==> config.mk <==
export PLATFORM = sky130hd
export DESIGN_NAME = pe_smem_drain_flat
export DESIGN_NICKNAME = d
export VERILOG_FILES = /design/src/rtl/pe_smem_drain_if.sv /design/src/rtl/pe_smem_drain.sv /design/src/flat_wrapper.sv
export SDC_FILE = /design/constraint.sdc
export NUM_CORES = 1
export LEC_CHECK = 0
export ABC_AREA = 0
export CAP_MARGIN = 15
export CORE_ASPECT_RATIO = 0.5
export CORE_UTILIZATION = 31
export CTS_BUF_LIST = sky130_fd_sc_hd__clkbuf_16
export CTS_CLUSTER_SIZE = 25
export DETAILED_ROUTE_END_ITERATION = 10
export GPL_ROUTABILITY_DRIVEN = 1
export GPL_TIMING_DRIVEN = 0
export PLACE_DENSITY = 0.55
export RECOVER_POWER = 50
export SLEW_MARGIN = 20
export SYNTH_ARGS = -nofsm -noshare
export SYNTH_HDL_FRONTEND = slang
export SYNTH_SLANG_ARGS = --single-unit
==> constraint.sdc <==
create_clock -name clk -period 4.2 [get_ports clk]
set_input_delay 1.05 -clock clk [delete_from_list [all_inputs] [get_ports clk]]
set_output_delay 1.05 -clock clk [all_outputs]
set_load 0.03 [all_outputs]
==> src/rtl/pe_smem_drain_if.sv <==
// Bus bundle between the mesh shared-memory egress FIFOs, the drain
// engine and the scratchpad write port. The drain engine is the master:
// it issues dequeue strobes and scratchpad writes.
interface pe_smem_drain_if #(
    parameter int NPORT  = 4,
    parameter int PKT_W  = 36,
    parameter int ADDR_W = 10
);
    logic [NPORT-1:0]            smem_out_empty;
    logic [NPORT-1:0][PKT_W-1:0] smem_out_rdata;
    logic [NPORT-1:0]            smem_out_deq;
    logic                        wr_en;
    logic [ADDR_W-1:0]           wr_addr;
    logic [PKT_W-1:0]            wr_data;
    logic                        wr_ready;

    modport master (
        input  smem_out_empty,
        input  smem_out_rdata,
        input  wr_ready,
        output smem_out_deq,
        output wr_en,
        output wr_addr,
        output wr_data
    );

    modport slave (
        output smem_out_empty,
        output smem_out_rdata,
        output wr_ready,
        input  smem_out_deq,
        input  wr_en,
        input  wr_addr,
        input  wr_data
    );
endinterface

==> src/rtl/pe_smem_drain.sv <==
// Drains the mesh shared-memory egress FIFOs with round-robin arbitration
// (at most one packet per cycle) into a scratchpad write port. Each port
// owns one address quadrant selected by the top two address bits. Packets
// are counted against a programmed total; done is raised once the total
// has been accepted by the scratchpad.
module pe_smem_drain #(
    parameter int NPORT  = 4,
    parameter int PKT_W  = 36,
    parameter int ADDR_W = 10,
    parameter int CNT_W  = 16
) (
    input  logic             clk,
    input  logic             rst_n,
    pe_smem_drain_if.master  bus,
    input  logic             cfg_start,
    input  logic [CNT_W-1:0] cfg_count,
    output logic             busy,
    output logic             done,
    output logic [NPORT-1:0] ovf
);
    localparam int PTR_W = ADDR_W - 2;
    localparam logic [PTR_W-1:0] PTR_ONE  = {{(PTR_W-1){1'b0}}, 1'b1};
    localparam logic [PTR_W-1:0] PTR_MAX  = {PTR_W{1'b1}};
    localparam logic [PTR_W-1:0] PTR_ZERO = {PTR_W{1'b0}};
    localparam logic [CNT_W-1:0] CNT_ONE  = {{(CNT_W-1){1'b0}}, 1'b1};
    localparam logic [CNT_W-1:0] CNT_ZERO = {CNT_W{1'b0}};

    typedef enum logic [1:0] {
        ST_IDLE = 2'd0,
        ST_RUN  = 2'd1,
        ST_DONE = 2'd2
    } state_t;

    state_t            state_r;
    state_t            state_nxt_s;
    logic [CNT_W-1:0]  count_r;
    logic [CNT_W-1:0]  issued_r;
    logic [CNT_W-1:0]  accepted_r;
    logic [1:0]        rr_r;
    logic [PTR_W-1:0]  ptr_r [NPORT];
    logic [NPORT-1:0]  ovf_r;
    logic              wr_en_r;
    logic [ADDR_W-1:0] wr_addr_r;
    logic [PKT_W-1:0]  wr_data_r;

    logic              slot_free_s;
    logic              accept_s;
    logic              last_accept_s;
    logic              deq_go_s;
    logic              start_run_s;
    logic              found_s;
    logic [1:0]        sel_s;
    logic [1:0]        scan_idx_s;
    logic [NPORT-1:0]  deq_s;

    // Round-robin scan: first non-empty port starting at rr_r, wrapping mod 4.
    always_comb begin
        sel_s      = rr_r;
        found_s    = 1'b0;
        scan_idx_s = rr_r;
        for (int i = 0; i < NPORT; i++) begin
            scan_idx_s = rr_r + 2'(i);
            if (!found_s && !bus.smem_out_empty[scan_idx_s]) begin
                found_s = 1'b1;
                sel_s   = scan_idx_s;
            end else begin
                found_s = found_s;
            end
        end
    end

    // Issue/accept qualification and the combinational dequeue strobe.
    always_comb begin
        slot_free_s   = !wr_en_r || bus.wr_ready;
        accept_s      = wr_en_r && bus.wr_ready;
        last_accept_s = accept_s && ((accepted_r + CNT_ONE) == count_r);
        deq_go_s      = (state_r == ST_RUN) && slot_free_s &&
                        (issued_r < count_r) && found_s;
        start_run_s   = ((state_r == ST_IDLE) || (state_r == ST_DONE)) &&
                        cfg_start && (cfg_count != CNT_ZERO);
        deq_s         = {NPORT{1'b0}};
        if (deq_go_s) begin
            deq_s[sel_s] = 1'b1;
        end else begin
            deq_s = {NPORT{1'b0}};
        end
    end

    // Next-state logic; cfg_start is ignored while a drain is running.
    always_comb begin
        state_nxt_s = state_r;
        case (state_r)
            ST_IDLE, ST_DONE: begin
                if (cfg_start) begin
                    state_nxt_s = (cfg_count != CNT_ZERO) ? ST_RUN : ST_DONE;
                end else begin
                    state_nxt_s = state_r;
                end
            end
            ST_RUN: begin
                if (last_accept_s) begin
                    state_nxt_s = ST_DONE;
                end else begin
                    state_nxt_s = ST_RUN;
                end
            end
            default: state_nxt_s = ST_IDLE;
        endcase
    end

    // State register.
    always_ff @(posedge clk or negedge rst_n) begin
        if (!rst_n) begin
            state_r <= ST_IDLE;
        end else begin
            state_r <= state_nxt_s;
        end
    end

    // Drain bookkeeping: counters, round-robin pointer, per-port pointers, sticky overflow.
    always_ff @(posedge clk or negedge rst_n) begin
        if (!rst_n) begin
            count_r    <= CNT_ZERO;
            issued_r   <= CNT_ZERO;
            accepted_r <= CNT_ZERO;
            rr_r       <= 2'd0;
            ovf_r      <= {NPORT{1'b0}};
            for (int p = 0; p < NPORT; p++) begin
                ptr_r[p] <= PTR_ZERO;
            end
        end else if (start_run_s) begin
            // ovf survives a restart on purpose; only reset clears it
            count_r    <= cfg_count;
            issued_r   <= CNT_ZERO;
            accepted_r <= CNT_ZERO;
            rr_r       <= 2'd0;
            for (int p = 0; p < NPORT; p++) begin
                ptr_r[p] <= PTR_ZERO;
            end
        end else begin
            if (deq_go_s) begin
                issued_r     <= issued_r + CNT_ONE;
                rr_r         <= sel_s + 2'd1;
                ptr_r[sel_s] <= ptr_r[sel_s] + PTR_ONE;
                if (ptr_r[sel_s] == PTR_MAX) begin
                    ovf_r[sel_s] <= 1'b1;
                end
            end
            if (accept_s) begin
                accepted_r <= accepted_r + CNT_ONE;
            end
        end
    end

    // Registered write slot: load on dequeue, hold under backpressure, drop on accept.
    always_ff @(posedge clk or negedge rst_n) begin
        if (!rst_n) begin
            wr_en_r   <= 1'b0;
            wr_addr_r <= {ADDR_W{1'b0}};
            wr_data_r <= {PKT_W{1'b0}};
        end else if (deq_go_s) begin
            wr_en_r   <= 1'b1;
            wr_addr_r <= {sel_s, ptr_r[sel_s]};
            wr_data_r <= bus.smem_out_rdata[sel_s];
        end else if (accept_s) begin
            wr_en_r   <= 1'b0;
        end
    end

    assign bus.smem_out_deq = deq_s;
    assign bus.wr_en        = wr_en_r;
    assign bus.wr_addr      = wr_addr_r;
    assign bus.wr_data      = wr_data_r;
    assign busy             = (state_r == ST_RUN);
    assign done             = (state_r == ST_DONE);
    assign ovf              = ovf_r;

endmodule

==> src/flat_wrapper.sv <==
// flat-port wrapper written by rule: the top's interface ports become plain ports
module pe_smem_drain_flat 
#(
    parameter int NPORT  = 4,
    parameter int PKT_W  = 36,
    parameter int ADDR_W = 10,
    parameter int CNT_W  = 16
)
  (clk, rst_n, cfg_start, cfg_count, busy, done, ovf, bus_smem_out_empty, bus_smem_out_rdata, bus_wr_ready, bus_smem_out_deq, bus_wr_en, bus_wr_addr, bus_wr_data);
  pe_smem_drain_if #(.NPORT(NPORT), .PKT_W(PKT_W), .ADDR_W(ADDR_W)) bus_i ();
  input  logic clk;
  input  logic rst_n;
  input  logic cfg_start;
  input  logic [CNT_W-1:0] cfg_count;
  output logic busy;
  output logic done;
  output logic [NPORT-1:0] ovf;
  input wire logic [$bits(bus_i.smem_out_empty)-1:0] bus_smem_out_empty;
  input wire logic [$bits(bus_i.smem_out_rdata)-1:0] bus_smem_out_rdata;
  input wire logic [$bits(bus_i.wr_ready)-1:0] bus_wr_ready;
  output wire logic [$bits(bus_i.smem_out_deq)-1:0] bus_smem_out_deq;
  output wire logic [$bits(bus_i.wr_en)-1:0] bus_wr_en;
  output wire logic [$bits(bus_i.wr_addr)-1:0] bus_wr_addr;
  output wire logic [$bits(bus_i.wr_data)-1:0] bus_wr_data;
  assign bus_i.smem_out_empty = bus_smem_out_empty;
  assign bus_i.smem_out_rdata = bus_smem_out_rdata;
  assign bus_i.wr_ready = bus_wr_ready;
  assign bus_smem_out_deq = bus_i.smem_out_deq;
  assign bus_wr_en = bus_i.wr_en;
  assign bus_wr_addr = bus_i.wr_addr;
  assign bus_wr_data = bus_i.wr_data;
  pe_smem_drain #(.NPORT(NPORT), .PKT_W(PKT_W), .ADDR_W(ADDR_W), .CNT_W(CNT_W)) u_core (.clk(clk), .rst_n(rst_n), .bus(bus_i), .cfg_start(cfg_start), .cfg_count(cfg_count), .busy(busy), .done(done), .ovf(ovf));
endmodule
==> impl_metrics.json <==
{
  "grt_pass1_wl_mm": 44.72,
  "cts_hold_buf": 0,
  "drive_above_1_share_pct": 6.013,
  "synth_top_family_by_area": "simple AND/OR/NAND/NOR gates",
  "async_flop_share_pct": 100.0,
  "htreeDepth": 4,
  "synthDistinctLibCells": 64,
  "p_leak_nw": 4.968,
  "num_vias": 7941,
  "post-route-util_pct": 45.21,
  "synth-xor-area-share_pct": 5.721,
  "numCtsBuffers": 17,
  "yosys_warnings": 0,
  "intPower_mw": 4.176,
  "drv_slew": 46,
  "power_mw": 7.516,
  "fin_worst_skew_ns": 0.009301,
  "syn_nets": 1198,
  "synthAdderAreaFrac_pct": 3.457,
  "setup_viol": 0,
  "drc": 0,
  "vias_per_cell": 4.938,
  "syn_area_sq_um": 7961,
  "crit_type": "in -> out",
  "hold_violations": 0,
  "combPwrFrac_pct": 51.2,
  "rsz0062_at_grt": "no",
  "fp.dieArea_sq_um": 26370,
  "place_congestion": 0.8871,
  "die_h_um": 115.3,
  "initial_core_util_pct": 31.61,
  "clk_path_buf_depth": 2,
  "drt_wl_total_mm": 28.07,
  "power_density_nw_per_um2": 660.1,
  "antenna_found_initial": 0,
  "wl_per_cell_um": 17.46,
  "clkPwrFrac_pct": 21.9,
  "crit_buf_inv": 7,
  "violations": "max-capacitance violations, max-slew violations",
  "tightest_slew_ns": 2.651,
  "drv_cap": 1,
  "vdd_drop_max_mv": 0.3629,
  "arrival_ns": 3.07,
  "slowest_stage": "or2_4",
  "synthFlopType": "dfrtp_1",
  "io_pins": 225,
  "worstPathRequired_ns": 3.15,
  "status": "finished, violations left",
  "fmax_ghz": 0.2425,
  "core_area_sq_um": 25190,
  "clk_pin_slew_ns": 0.06,
  "holdWs_ns": 0.4599,
  "muxShareOfSynthArea_pct": 0.3929,
  "p_seq_share_pct": 26.9,
  "cts_tree": "done",
  "rows": 41,
  "insertion_delay_ns": 0.44,
  "final_cell_area_sq_um": 11390,
  "io_buffer_count": 224,
  "final_cell_mix": "nand2_1 (280), clkdlybuf4s50_1 (188), o21ai_0 (137)",
  "cts_sinks": 135,
  "detail-route-antenna-nets": 0,
  "synthCells": 1008,
  "p_sw_mw": 3.340,
  "die_w_um": 228.6,
  "grt_pass1_vias": 8103,
  "critPathTopFamily": "buffers and inverters",
  "synth_compound_area_share_pct": 15.35,
  "place_area_sq_um": 10670,
  "fin_crit_ns": 4.124,
  "swShare_pct": 44.44,
  "seq_area_frac_synth_pct": 42.43,
  "num_antenna_cells": 0,
  "fin_nets": 1441,
  "slowest_delay_ns": 0.29,
  "endpoint_kind": "primary output",
  "grt_max_degree": 91,
  "synth_edf_count": 0,
  "syn_avg_cell_area_sq_um": 7.898,
  "period_share_pct": 98.19,
  "synthSimpleGateAreaFrac_pct": 27.24,
  "globalRouteOverflowTotal": 0,
  "final_common_cell": "nand2_1",
  "areaGrowthSynthToFinish_pct": 43.03,
  "worstPathMaxFanout": 11,
  "track_usage_pct": 22.22,
  "drtIter0Drc": 511,
  "dp_hpwl_mm": 21.11,
  "cp-start-kind": "input pin",
  "crit_chain": "clkdlybuf4s15_2 -> and3b_1 -> a311oi_2 -> or2_1 -> buf_6 -> buf_12 -> clkbuf_16 -> ha_1 -> inv_1 -> or2_4 -> inv_2 -> buf_4",
  "drt_pass1_iterations": 7,
  "hp-class": "reg -> reg",
  "slew_headroom_pct": -76.74,
  "root_buffer": "clkbuf_16",
  "synth-seq-cells": 135
}
[worst register-to-register path: stages, from the launching register on]
cell and delay (ns):
dfrtp_1 0.36, inv_1 0.09, ha_1 0.31, nand4_1 0.09, nor3_1 0.19, o21ai_0 0.12
o221ai_1 0.41, buf_4 0.30, clkbuf_1 0.56, clkbuf_1 0.58, o21ai_0 0.18
[power groups by stage]
stage          logic [mW]  clock network (mW)  registers [mW]
2_1_floorplan        1.92                   0            2.41
3_3_place_gp         3.76                   0            2.04
3_5_place_dp         3.80                   0            2.05
4_1_cts              3.92                1.68            2.03
5_1_grt              4.27                1.73            2.08
6_report             3.85                1.65            2.02
[final timing paths]
path	from	endpoint	slack (ns)	depth (start not counted)
worst max-delay path	bus_smem_out_empty[3]	bus_smem_out_deq[2]	0.08	12
worst min-delay path	u_core.ovf[0]	u_core.ovf[0]	0.46	1
worst max register to register	u_core.count_r[11]	u_core.rr_r[1]	0.85	10
worst min register to register	u_core.ovf[0]	u_core.ovf[0]	0.46	1
max in group asynchronous	rst_n	u_core.issued_r[2]	1.25	1
min in group asynchronous	rst_n	u_core.accepted_r[11]	1.45	1
[area by class of cell]
cell class | instances | area (sq um)
sequential | 135 | 3378
timing repair buffer | 232 | 2321
clock buffer | 17 | 425.4
multi-input combinational | 769 | 4173
clock inverter | 15 | 209.0
inverter | 39 | 153.9
tap | 344 | 430.4
buffer | 57 | 296.5
fill | 2505 | 13800
[synthesized netlist by cell type (4+ instances only)]
cell type | instances | area share [%]
xor2_1 | 18 | 2.0
a21o_1 | 8 | 0.75
nor2b_1 | 4 | 0.31
a211o_1 | 4 | 0.44
inv_1 | 37 | 1.7
clkbuf_1 | 55 | 2.6
nand4_1 | 11 | 0.86
xnor2_1 | 34 | 3.7
a21oi_1 | 17 | 1.1
nor4_1 | 10 | 0.79
nor2_1 | 46 | 2.2
dfrtp_1 | 135 | 42
nand3_1 | 89 | 5.6
or3_1 | 4 | 0.31
buf_1 | 6 | 0.28
o21ai_0 | 138 | 8.7
ha_1 | 22 | 3.5
nor3_1 | 16 | 1.0
nand2_1 | 280 | 13
or2_2 | 5 | 0.39
a211oi_1 | 5 | 0.47
a311o_1 | 4 | 0.50
and4_1 | 4 | 0.44
[flip-flops by register name, indices dropped and copies added (netlist names)]
register	count
u_core.rr_r	2
u_core.state_r	2
u_core.ovf	4
u_core.issued_r	16
u_core.count_r	16
u_core.accepted_r	16
u_core.bus.wr_en	1
u_core.bus.wr_addr	10
u_core.ptr_r	32
u_core.bus.wr_data	36
[repair_timing]
| action | 4_1_cts | 5_1_grt |
|---|---|---|
| resized for setup | 46 | 8 |
| setup endpoints to repair | 32 | 4 |
| pin swaps | 4 | 2 |
| buffers inserted | 5 | 0 |
| hold endpoints to repair | 0 | 0 |
| cloned | 2 | 0 |
[metrics by stage]
stage	setup slack, ns	instances	setup TNS (ns)
detailed placement	-1.915	1577	-26.67
finish	0.07615	1608	0
CTS	0.01098	1608	0
floorplan	0.01232	1008	0
global route	0.003227	1608	0
global placement	-3.714	1576	-523.76
[metal layers]
layer	routed length (um)	global-route usage (%)	up-vias
met2	13600	38.72	211
met4	608	8.009	0
met1	12420	27.17	3783
li1	-	-	3909
met5	0	0	-
met3	1435	5.134	38
[cell families after synthesis]
kind of cell | count (synthesis)
XOR/XNOR | 52
buffers and inverters | 104
flip-flops | 135
AO/OA/AOI/OAI | 205
adder cells (fa/ha/maj) | 22
multiplexers | 3
AND/OR/NAND/NOR | 487
Note: power is estimated with default switching activity, not from simulation.
